[src/rtl/tcam_param.sv]
// Parametrised ternary CAM: runtime-writable value/mask table with a three-stage
// lookup pipeline returning the lowest-index hit plus hit and multi-hit flags.
module tcam_param #(
    parameter int KEY_W = 4,
    parameter int DEPTH = 16,
    parameter int IDX_W = (DEPTH > 1) ? $clog2(DEPTH) : 1
) (
    input  logic             clk,
    input  logic             reset,
    input  logic             key_in_vld,
    input  logic [KEY_W-1:0] key_in,
    input  logic             wr_en,
    input  logic [IDX_W-1:0] wr_addr,
    input  logic [KEY_W-1:0] wr_key,
    input  logic [KEY_W-1:0] wr_mask,
    input  logic             wr_valid,
    input  logic             tbl_clr,
    output logic             tcam_out_vld,
    output logic             tcam_out_hit,
    output logic             tcam_out_multi,
    output logic [IDX_W-1:0] tcam_out
);

    function automatic logic [IDX_W-1:0] prio_enc(input logic [DEPTH-1:0] m);
        logic [IDX_W-1:0] idx;
        idx = '0;
        for (int i = DEPTH - 1; i >= 0; i--) begin
            if (m[i]) idx = IDX_W'(i);
        end
        return idx;
    endfunction

    function automatic logic multi_hit(input logic [DEPTH-1:0] m);
        logic seen;
        logic multi;
        seen  = 1'b0;
        multi = 1'b0;
        for (int i = 0; i < DEPTH; i++) begin
            if (m[i]) begin
                if (seen) multi = 1'b1;
                seen = 1'b1;
            end
        end
        return multi;
    endfunction

    logic [KEY_W-1:0] val_q [DEPTH];
    logic [KEY_W-1:0] msk_q [DEPTH];
    logic [DEPTH-1:0] ent_vld;

    // Clear beats a same-cycle write; addresses beyond DEPTH decode to no entry.
    always_ff @(posedge clk) begin
        if (!reset) begin
            ent_vld <= '0;
        end else if (tbl_clr) begin
            ent_vld <= '0;
        end else if (wr_en) begin
            for (int i = 0; i < DEPTH; i++) begin
                if (wr_addr == IDX_W'(i)) ent_vld[i] <= wr_valid;
            end
        end
    end

    always_ff @(posedge clk) begin
        if (wr_en && !tbl_clr) begin
            for (int i = 0; i < DEPTH; i++) begin
                if (wr_addr == IDX_W'(i)) begin
                    val_q[i] <= wr_key & wr_mask;
                    msk_q[i] <= wr_mask;
                end
            end
        end
    end

    // S1: register the key
    logic             vld_p0;
    logic [KEY_W-1:0] key_p0;

    always_ff @(posedge clk) begin
        if (!reset) vld_p0 <= 1'b0;
        else        vld_p0 <= key_in_vld;
    end

    always_ff @(posedge clk) begin
        key_p0 <= key_in_vld ? key_in : '0;
    end

    // S2: per-entry compare against the table as it stands before this edge
    logic [DEPTH-1:0] match_vec;
    logic             vld_p1;
    logic [DEPTH-1:0] match_p1;

    always_comb begin
        match_vec = '0;
        for (int i = 0; i < DEPTH; i++) begin
            match_vec[i] = ent_vld[i] && ((key_p0 & msk_q[i]) == val_q[i]);
        end
    end

    always_ff @(posedge clk) begin
        if (!reset) vld_p1 <= 1'b0;
        else        vld_p1 <= vld_p0;
    end

    always_ff @(posedge clk) begin
        match_p1 <= vld_p0 ? match_vec : '0;
    end

    // S3: priority encode into the output registers
    always_ff @(posedge clk) begin
        if (!reset) begin
            tcam_out_vld   <= 1'b0;
            tcam_out_hit   <= 1'b0;
            tcam_out_multi <= 1'b0;
            tcam_out       <= '0;
        end else begin
            tcam_out_vld   <= vld_p1;
            tcam_out_hit   <= vld_p1 && (|match_p1);
            tcam_out_multi <= vld_p1 && multi_hit(match_p1);
            tcam_out       <= vld_p1 ? prio_enc(match_p1) : '0;
        end
    end

endmodule

[config.mk]
export PLATFORM = sky130hd
export DESIGN_NAME = tcam_param
export DESIGN_NICKNAME = d
export VERILOG_FILES = /design/src/rtl/tcam_param.sv
export SDC_FILE = /design/constraint.sdc
export NUM_CORES = 1
export LEC_CHECK = 0
export BUFFER_PORTS_ARGS = -buffer_cell sky130_fd_sc_hd__buf_2
export CAP_MARGIN = 5
export CORE_ASPECT_RATIO = 0.75
export CORE_MARGIN = 4
export CORE_UTILIZATION = 33
export CTS_CLUSTER_SIZE = 12
export DETAILED_ROUTE_END_ITERATION = 7
export PLACE_DENSITY = 0.51
export SLEW_MARGIN = 10
export SYNTH_ARGS = -nofsm -noshare
export SYNTH_HDL_FRONTEND = slang
export SYNTH_SLANG_ARGS = --single-unit
export TNS_END_PERCENT = 1
[constraint.sdc]
create_clock -name clk -period 4.7 [get_ports clk]
set_input_delay 1.175 -clock clk [delete_from_list [all_inputs] [get_ports clk]]
set_output_delay 1.175 -clock clk [all_outputs]
set_load 0.01 [all_outputs]
==> metrics.txt, run 1 <==
synthesized instance count=506; min setup slack post-route=2.21 ns; worst-case headroom to the max-slew limit=37.2%; Final Hold Vio Count=0; Hold Crit Class=reg2reg; IO buf count=28; setup repair after global routing missed its margin=false; Pleak=2.35 nW; global placement routability congestion=0.726; worst vdd rail ir drop=0.206 mV; critical path arrival=2.54 ns; height of the chip=131 um; CP Cell Sequence=buf_2 -> nand2b_1 -> or2_2 -> nor2_1; number of buffers added to fix hold violations after cts=0; Detailed Routing Iterations Pass 1=4; fraction of layout cells with a size suffix above 1=12.5%; worst r2r path cells=5; CTS Buf Count=17; half-perimeter wire length after detailed placement=9.27 mm; die outline width=171 um; starting density of the core=33.8%; setup TNS=0 ns; Critical Path RT=4.75 ns; classification of the worst setup path=in2reg; maximum fanout along the worst path=9; number of global-route vias before repair=3743; Period Utilization, post-route=52.9%; synth-to-layout area growth=14.5%; Clock transition at path regs=0.06 ns; average routed wire per standard cell=18.7 um; power density normalized to cell area=408 nW/um2; delay of the slowest critical-path stage=0.57 ns; final number of max-transition violations=0; yosys synthesis warning count=0; Peak Freq=402 MHz; Post-DRT Antenna Nets=0; clock latency on the worst-skew pair=0.42 ns; mean area per synthesized cell=13.1 um2; Fillers=1825; Core Region=19500 um2; antenna violations before repair=2; # nets final=559; Post-Place Setup Slack=1.78 ns; Setup Fix Bufs, Post-CTS=0; measured slew at the worst slew-check pin=0.941 ns; Fin Clk Skew=0.00687 ns; GRT Total Usage=14.3%; number of distinct standard cells referenced by the synthesized netlist=35; wire length of the first global-routing pass=22.9 mm; Total Die Area=22400 um2; maximum number of pins on one net before global-route repair=18; Critical-path top delay cell=nor2_1; Netlist Area Pre-Place=6620 um2; count of H-tree levels built during CTS=4; result of the run=finished clean; post-layout minimum cycle time=2.49 ns; remaining global-route overflow=0; post-route worst hold slack=0.490 ns; Top Ports=29; deepest clock path buffer count=2; synthesized net count=528; number of design-rule violations left by the first detailed-router iteration=332; final wirelength=15.0 mm; number of vias in the routed layout=3821; post-synthesis sequential area ratio=71.7%; row count=44; total setup violations reported at the end of the flow=0; commonest non-fill, non-tap cells in the layout=edfxtp_1 (128), nand2_1 (79), xnor2_1 (48); drt via density=4.76; Maximum Capacitance Violations=0; number of clock sinks=173; DRC viols=0; Critical Path Start Type=primary input; Util after Layout=38.8%; synthesis-stage register bit count=173; diodes inserted=0; post-layout total power=0.00309 W; Root Buffer=clkbuf_16; Worst Setup End Kind=flop; number of stages on the worst hold path=2; most common cell after layout, fill and taps aside=edfxtp_1; Resized Gates After CTS=0; CTS tree=built
==> metrics by stage <==
stage                     instances  cell area, um2
after floorplan                 506            6620
after global placement          771            7020
after detailed placement        771            7020
after CTS                       803            7580
after global routing            803            7580
final                           803            7580
==> final timing paths <==
| check | startpoint | to | slack (ns) |
|---|---|---|---|
| setup reg to reg | key_p0[2] | match_p1[15] | 2.77 |
| hold reg to reg | ent_vld[10] | ent_vld[10] | 0.49 |
| hold / removal | ent_vld[10] | ent_vld[10] | 0.49 |
| setup / recovery | wr_addr[1] | val_q[0][4] | 2.21 |
==> worst max-delay path, delay by kind of cell <==
kind	cells	cell delay, ns
AND/OR/NAND/NOR	3	1.22
buffers and inverters	1	0.14
==> area by class of cell <==
cell class	instances	area (um2)	share of cell area (%)
multi-input combinational	309	1770	23.4
inverter	3	11.3	0.149
clock buffer	26	522	6.89
clock inverter	6	32.5	0.429
sequential	173	4740	62.6
timing repair buffer	33	178	2.34
tap	253	317	4.18
==> metal layers <==
metal | wire length [um] | vias up | GRT usage (%) | part of all wire, %
met5 | 8 | - | 0 | 0.053
met4 | 138 | 2 | 4.42 | 0.92
met3 | 735 | 13 | 3.25 | 4.9
met2 | 6680 | 73 | 21.6 | 44
met1 | 7480 | 1892 | 20.6 | 50
li1 | - | 1841 | - | -
==> registers in the layout, summed over array words and instances (netlist names) <==
| name | flops |
|---|---|
| ent_vld | 16 |
| key_p0 | 4 |
| match_p1 | 16 |
| msk_q | 64 |
| tcam_out | 4 |
| tcam_out_hit | 1 |
| tcam_out_multi | 1 |
| tcam_out_vld | 1 |
| val_q | 64 |
| vld_p0 | 1 |
| vld_p1 | 1 |
==> synthesized netlist by cell type <==
cell	instances	area [um2]
maj3_1	2	20.0
o31a_1	1	8.76
nor2_1	42	158
nor2b_1	2	12.5
nand2b_1	5	31.3
o21bai_1	1	7.51
o21ai_0	16	80.1
a222oi_1	1	10.0
a21oi_1	17	85.1
and2_1	10	62.6
or3_1	1	6.26
nor4_1	18	113
nand3_1	17	85.1
xnor2_1	48	420
a2111oi_0	1	8.76
nand2_1	79	297
buf_6	1	11.3
a31oi_1	2	12.5
nor4_2	1	12.5
clkbuf_1	20	75.1
mux2i_1	4	40.0
dfxtp_1	45	901
edfxtp_1	128	3840
o22ai_1	1	6.26
o41a_1	1	11.3
or4_4	1	11.3
nor3_1	10	50.1
a211oi_1	1	7.51
xor2_1	16	140
or2_2	6	37.5
nand3b_1	2	15.0
a21boi_0	1	7.51
or3b_2	1	8.76
or4_1	1	7.51
inv_1	3	11.3
==> power breakdown <==
part	leakage, nW	internal, W	switching, W	total, W
clock	0.279	0.000766	0.000554	0.00132
combinational	0.622	0.0000307	0.0000810	0.000112
sequential	1.45	0.00165	0.00000526	0.00166
==> kinds of logic (layout without fill, tap and decap cells) <==
kind of cell / count (synthesis) / after routing / share of synthesized area [%]
multiplexers: 4 / 4 / 0.605
XOR/XNOR: 64 / 64 / 8.47
flip-flops: 173 / 173 / 71.7
buffers and inverters: 24 / 68 / 1.48
adder cells (fa/ha/maj): 2 / 2 / 0.303
AO/OA/AOI/OAI: 43 / 43 / 3.71
AND/OR/NAND/NOR: 196 / 196 / 13.7
No activity file was read; power rests on OpenSTA's default activity.
==> run 2: changes to the inputs <==
--- a/config.mk
+++ b/config.mk
@@ -5,6 +5,7 @@
 export SDC_FILE = /design/constraint.sdc
 export NUM_CORES = 1
 export LEC_CHECK = 0
+export ABC_AREA = 1
 export BUFFER_PORTS_ARGS = -buffer_cell sky130_fd_sc_hd__buf_2
 export CAP_MARGIN = 5
 export CORE_ASPECT_RATIO = 0.75
==> constraint.sdc (replaced) <==
create_clock -name clk -period 2.4 [get_ports clk]
set_input_delay 0.6 -clock clk [delete_from_list [all_inputs] [get_ports clk]]
set_output_delay 0.6 -clock clk [all_outputs]
set_load 0.01 [all_outputs]
==> run 2 against run 1 <==
Net effect:
- first-iteration DRC count is 24% higher
- core utilization is 1.0 points higher
- sequential share of layout area fell by 4.0 points
- flip-flop and latch count unchanged
- synthesized cell count grew 21%
- critical path depth increased by 1
- non-clock buffer count rose by 21
- die area grew 3.6%
- register-to-register slack lost 2.1 ns
- wire length is 3.9% higher
- critical path type is now reg2reg
- critical endpoint is now match_p1[5]
- largest cell class unchanged
==> metrics.txt, run 2 <==
cell area after layout=8090 um2; Resized Gates After CTS=0; Top Ports=29; top cells by area, synth=edfxtp_1 (56%), dfxtp_1 (13%), inv_1 (5.6%); Detailed Routing Iterations Pass 1=5; worst-case headroom to the max-slew limit=48.8%; mux share of post-synthesis cell area=0%; GRT Total Usage=14.2%; clock latency on the worst-skew pair=0.43 ns; global placement routability congestion=0.805; synthesized-area fraction occupied by xor and xnor cells=4.08%; remaining global-route overflow=0; fraction of layout cells with a size suffix above 1=14.0%; starting density of the core=33.8%; largest registers=msk_q (64), val_q (64); number of vias in the routed layout=4376; Worst Setup End Kind=flop; Pleak=2.89 nW; classification of the worst setup path=reg2reg; Setup Fix Bufs, Post-CTS=0; Fillers=1926; maximum number of pins on one net before global-route repair=33; height of the chip=133 um; drt via density=4.53; final number of max-transition violations=0; leading cell type by number of instances after synthesis=edfxtp_1; setup repair after global routing missed its margin=false; Post-DRT Antenna Nets=0; synthesis-stage register bit count=173; dpl cells=934; maximum fanout along the worst path=16; mean area per synthesized cell=11.2 um2; wire length of the first global-routing pass=24.8 mm; Clock Power Share=44.4%; half-perimeter wire length after detailed placement=9.84 mm; Critical Path RT=2.77 ns; Root Buffer=clkbuf_16; Netlist Area Pre-Place=6870 um2; measured slew at the worst slew-check pin=0.766 ns; logic gate share of total power=3.6%; top cells by instance count after synthesis=edfxtp_1 (128), inv_1 (102), nand2_1 (75); worst vdd rail ir drop=0.407 mV; number of buffers added to fix hold violations after cts=0; synth-to-layout area growth=17.8%; die outline width=175 um; post-route worst hold slack=0.368 ns; Critical-path top delay cell=nor3_1; post-synthesis sequential area ratio=69.1%; result of the run=finished clean; most common cell after layout, fill and taps aside=edfxtp_1; antenna violations before repair=2; most numerous cell on the critical path=nor3_1; dominant combinational cell family by area after synthesis=simple AND/OR/NAND/NOR gates; total cell area at the placement stage=7490 um2; Maximum Capacitance Violations=0; IO buf count=28; Fin Clk Skew=0.0134 ns; # nets final=693; proportion of register bits with asynchronous set or reset after synthesis=0%; deepest clock path buffer count=2; post-route insts no fill=966; CTS Buf Count=17; Total Die Area=23200 um2; net switching fraction of the power=21.1%; cell-internal power=0.00493 W; number of design-rule violations left by the first detailed-router iteration=413; yosys synthesis warning count=0; final wirelength=15.6 mm; DRC viols=0; Clock transition at path regs=0.07 ns; Util after Layout=39.8%; number of clock sinks=173; delay of the slowest critical-path stage=0.39 ns; count of H-tree levels built during CTS=4; Peak Freq=580 MHz; area share of and/or/nand/nor cells after synthesis=14.6%; diodes inserted=0; Crit path buffers/inverters=2; Hold Crit Class=in2reg; total setup violations reported at the end of the flow=0; post-synth top area cell=edfxtp_1; number of distinct standard cells referenced by the synthesized netlist=25; critical path arrival=2.09 ns; synthesized net count=634; post-layout minimum cycle time=1.72 ns; Final Hold Vio Count=0; part of the total power dissipated in sequential elements=52.1%; share of the synthesized area in the top cell type=56.0%; average routed wire per standard cell=16.2 um; power density normalized to cell area=773 nW/um2; commonest non-fill, non-tap cells in the layout=edfxtp_1 (128), inv_1 (102), nand2_1 (75); most instantiated flip-flop cell in the synthesis netlist=edfxtp_1; compound-gate portion of the synthesized area=5.54%; synthesized instance count=612; number of global-route vias before repair=4285; adder-cell share of the synthesized area=0%; row count=45; CP Cell Sequence=inv_1 -> nor3_1 -> nand4_1 -> nor3_1 -> buf_4; CTS tree=built; Period Utilization, post-route=71.8%; Core Region=20300 um2; switching power=0.00132 W; gate family responsible for the most delay along the worst path=simple AND/OR/NAND/NOR gates; Critical Path Start Type=flop; setup TNS=0 ns; number of synthesized flops with an enable pin=128
run 2: cell families after synthesis:
kind of cell              count (synthesis)
AOI/OAI and AO/OA                        63
xor gates and xnor gates                 32
DFF                                     173
buffers and inverters                   119
and+or+nand+nor                         225
run 2: layer usage:
metal	vias up	share of wire, %	global-route usage (%)
met5	-	0	0
met4	0	1.4	4.19
met3	16	4.3	3.23
met2	100	43	21.0
met1	2075	51	20.9
li1	2185	-	-
run 2: area by class of cell:
class / count / area (um2) / area share, %
multi-input cells: 320 / 1670 / 20.6
clock buffers: 18 / 429 / 5.30
well taps: 282 / 353 / 4.36
clock inverters: 14 / 169 / 2.09
repair buffers: 54 / 335 / 4.14
flip-flops and latches: 173 / 4740 / 58.6
inverters: 105 / 394 / 4.87
run 2: power groups by stage:
stage	Sequential, W	Clock [W]	Combinational (W)
after global routing	0.00326	0.00296	0.000249
after CTS	0.00325	0.00283	0.000227
after detailed placement	0.00332	0	0.000227
after floorplan	0.00332	0	0.000108
after global placement	0.00332	0	0.000224
final	0.00325	0.00277	0.000223
run 2: path summary, 6_finish.rpt:
check | slack [ns] | end | from | cells after the start
worst max register to register | 0.68 | match_p1[5] | vld_p0 | 5
worst max-delay path | 0.68 | match_p1[5] | vld_p0 | 5
worst min register to register | 0.43 | vld_p1 | vld_p0 | 2
worst min-delay path | 0.37 | key_p0[3] | key_in[3] | 3
run 2: through the flow:
stage / setup WS (ns) / total power (W)
4_1_cts: 0.732 / 0.00632
2_1_floorplan: 0.691 / 0.00342
3_3_place_gp: 0.459 / 0.00354
3_5_place_dp: 0.398 / 0.00355
5_1_grt: 0.537 / 0.00646
6_report: 0.677 / 0.00625
run 2: worst register-to-register path, cell delays in order, from the launching register on:
cell and delay [ns]:
dfxtp_1 0.33, inv_1 0.33, nor3_1 0.31, nand4_1 0.10
nor3_1 0.39, buf_4 0.21
==> run 3: changes to the inputs <==
==> constraint.sdc (replaced) <==
create_clock -name clk -period 1.7 [get_ports clk]
set_input_delay 0.425 -clock clk [delete_from_list [all_inputs] [get_ports clk]]
set_output_delay 0.425 -clock clk [all_outputs]
set_load 0.01 [all_outputs]
==> run 3 against run 2 <==
Net effect:
- critical path type unchanged
- total power rose by 45%
- via count increased by 0.25%
- clock power rose by 49%
- register-to-register slack worse by 0.45 ns
- clock-buffer cell count is the same
==> metrics.txt, run 3 (synthesis gave the netlist of run 2 again) <==
min setup slack post-route=0.224 ns; Critical Path RT=2.06 ns; # nets final=699; Hold Crit Class=in2reg; remaining global-route overflow=0; number of design-rule violations left by the first detailed-router iteration=275; Worst Setup End Kind=flop; global placement routability congestion=0.801; Core Region=20300 um2; IO buf count=28; commonest non-fill, non-tap cells in the layout=edfxtp_1 (128), inv_1 (102), nand2_1 (75); maximum fanout along the worst path=28; Post-Place Setup Slack=0.0568 ns; Critical Path Start Type=flop; Period Utilization, post-route=86.8%; Final Hold Vio Count=0; measured slew at the worst slew-check pin=0.811 ns; total setup violations reported at the end of the flow=0; CTS Buf Count=17; Setup Fix Bufs, Post-CTS=0; power density normalized to cell area=1100 nW/um2; critical path arrival=1.84 ns; classification of the worst setup path=reg2reg; average routed wire per standard cell=16.0 um; Root Buffer=clkbuf_16; Resized Gates After CTS=0; Crit path buffers/inverters=2; starting density of the core=33.8%; drt via density=4.51; number of buffers added to fix hold violations after cts=0; largest registers=msk_q (64), val_q (64); CP Cell Sequence=inv_2 -> o21ai_0 -> nand4_1 -> nor3_1 -> buf_4; GRT Total Usage=13.9%; Top Ports=29; DRC viols=0; final wirelength=15.6 mm; number of vias in the routed layout=4387; number of clock sinks=173; number of global-route vias before repair=4309; deepest clock path buffer count=2; fraction of layout cells with a size suffix above 1=14.8%; setup TNS=0 ns; wire length of the first global-routing pass=24.2 mm; CTS tree=built; most common cell after layout, fill and taps aside=edfxtp_1; Total Die Area=23200 um2; post-layout minimum cycle time=1.48 ns; worst vdd rail ir drop=0.576 mV; clock latency on the worst-skew pair=0.42 ns; synth-to-layout area growth=19.7%; gate family responsible for the most delay along the worst path=buffers and inverters; maximum number of pins on one net before global-route repair=33; Maximum Capacitance Violations=0; diodes inserted=0; worst-case headroom to the max-slew limit=45.9%; height of the chip=133 um; delay of the slowest critical-path stage=0.38 ns; Peak Freq=678 MHz; row count=45; die outline width=175 um; Detailed Routing Iterations Pass 1=5; result of the run=finished clean; count of H-tree levels built during CTS=4; Post-DRT Antenna Nets=0; Fin Clk Skew=0.0103 ns; antenna violations before repair=2; Clock transition at path regs=0.06 ns; Critical-path top delay cell=dfxtp_1; setup repair after global routing missed its margin=false; half-perimeter wire length after detailed placement=9.88 mm; final number of max-transition violations=0; Pleak=2.96 nW
## run 3: power by group
| part | internal (W) | switching (W) | leakage (nW) |
|---|---|---|---|
| Combinational | 0.0000954 | 0.000241 | 1.21 |
| Sequential | 0.00457 | 0.0000174 | 1.45 |
| Clock | 0.00249 | 0.00164 | 0.296 |
## run 3: cell type report
| type | count | area [um2] |
|---|---|---|
| fillers | 1938 | 12100 |
| flip-flops and latches | 173 | 4740 |
| inverters | 105 | 394 |
| multi-input cells | 320 | 1670 |
| clock buffers | 18 | 429 |
| clock inverters | 14 | 205 |
| well taps | 282 | 353 |
| repair buffers | 60 | 430 |
## run 3: final timing paths
kind / end / depth (start not counted) / from / slack [ns]
worst max-delay path: match_p1[8] / 5 / key_p0[0] / 0.22
worst max register to register: match_p1[8] / 5 / key_p0[0] / 0.22
worst min register to register: vld_p1 / 2 / vld_p0 / 0.44
worst min-delay path: key_p0[2] / 3 / key_in[2] / 0.19
## run 3: metal layers
| layer | part of all wire, % | track usage (%) | vias to the layer above |
|---|---|---|---|
| met5 | 0.045 | 0 | - |
| met1 | 50 | 19.4 | 2085 |
| met4 | 0.91 | 3.45 | 2 |
| li1 | - | - | 2192 |
| met3 | 5.0 | 4.11 | 16 |
| met2 | 44 | 21.3 | 92 |
## run 3: worst register-to-register path, stage by stage, from the launching register on
cell and delay (ns):
dfxtp_1 0.38, inv_2 0.25, o21ai_0 0.26, nand4_1 0.11
nor3_1 0.26, buf_4 0.16
## run 3: through the flow
step / total power, W / instance area, um2 / hold WS [ns] / instances / util, %
detailed placement: 0.00503 / 7590 / 0.433 / 940 / 37.3
finish: 0.00906 / 8220 / 0.188 / 972 / 40.4
global placement: 0.00502 / 7590 / 0.438 / 940 / 37.3
global route: 0.00936 / 8220 / 0.186 / 972 / 40.4
CTS: 0.00916 / 8220 / 0.172 / 972 / 40.4
floorplan: 0.00483 / 6870 / 0.412 / 612 / -
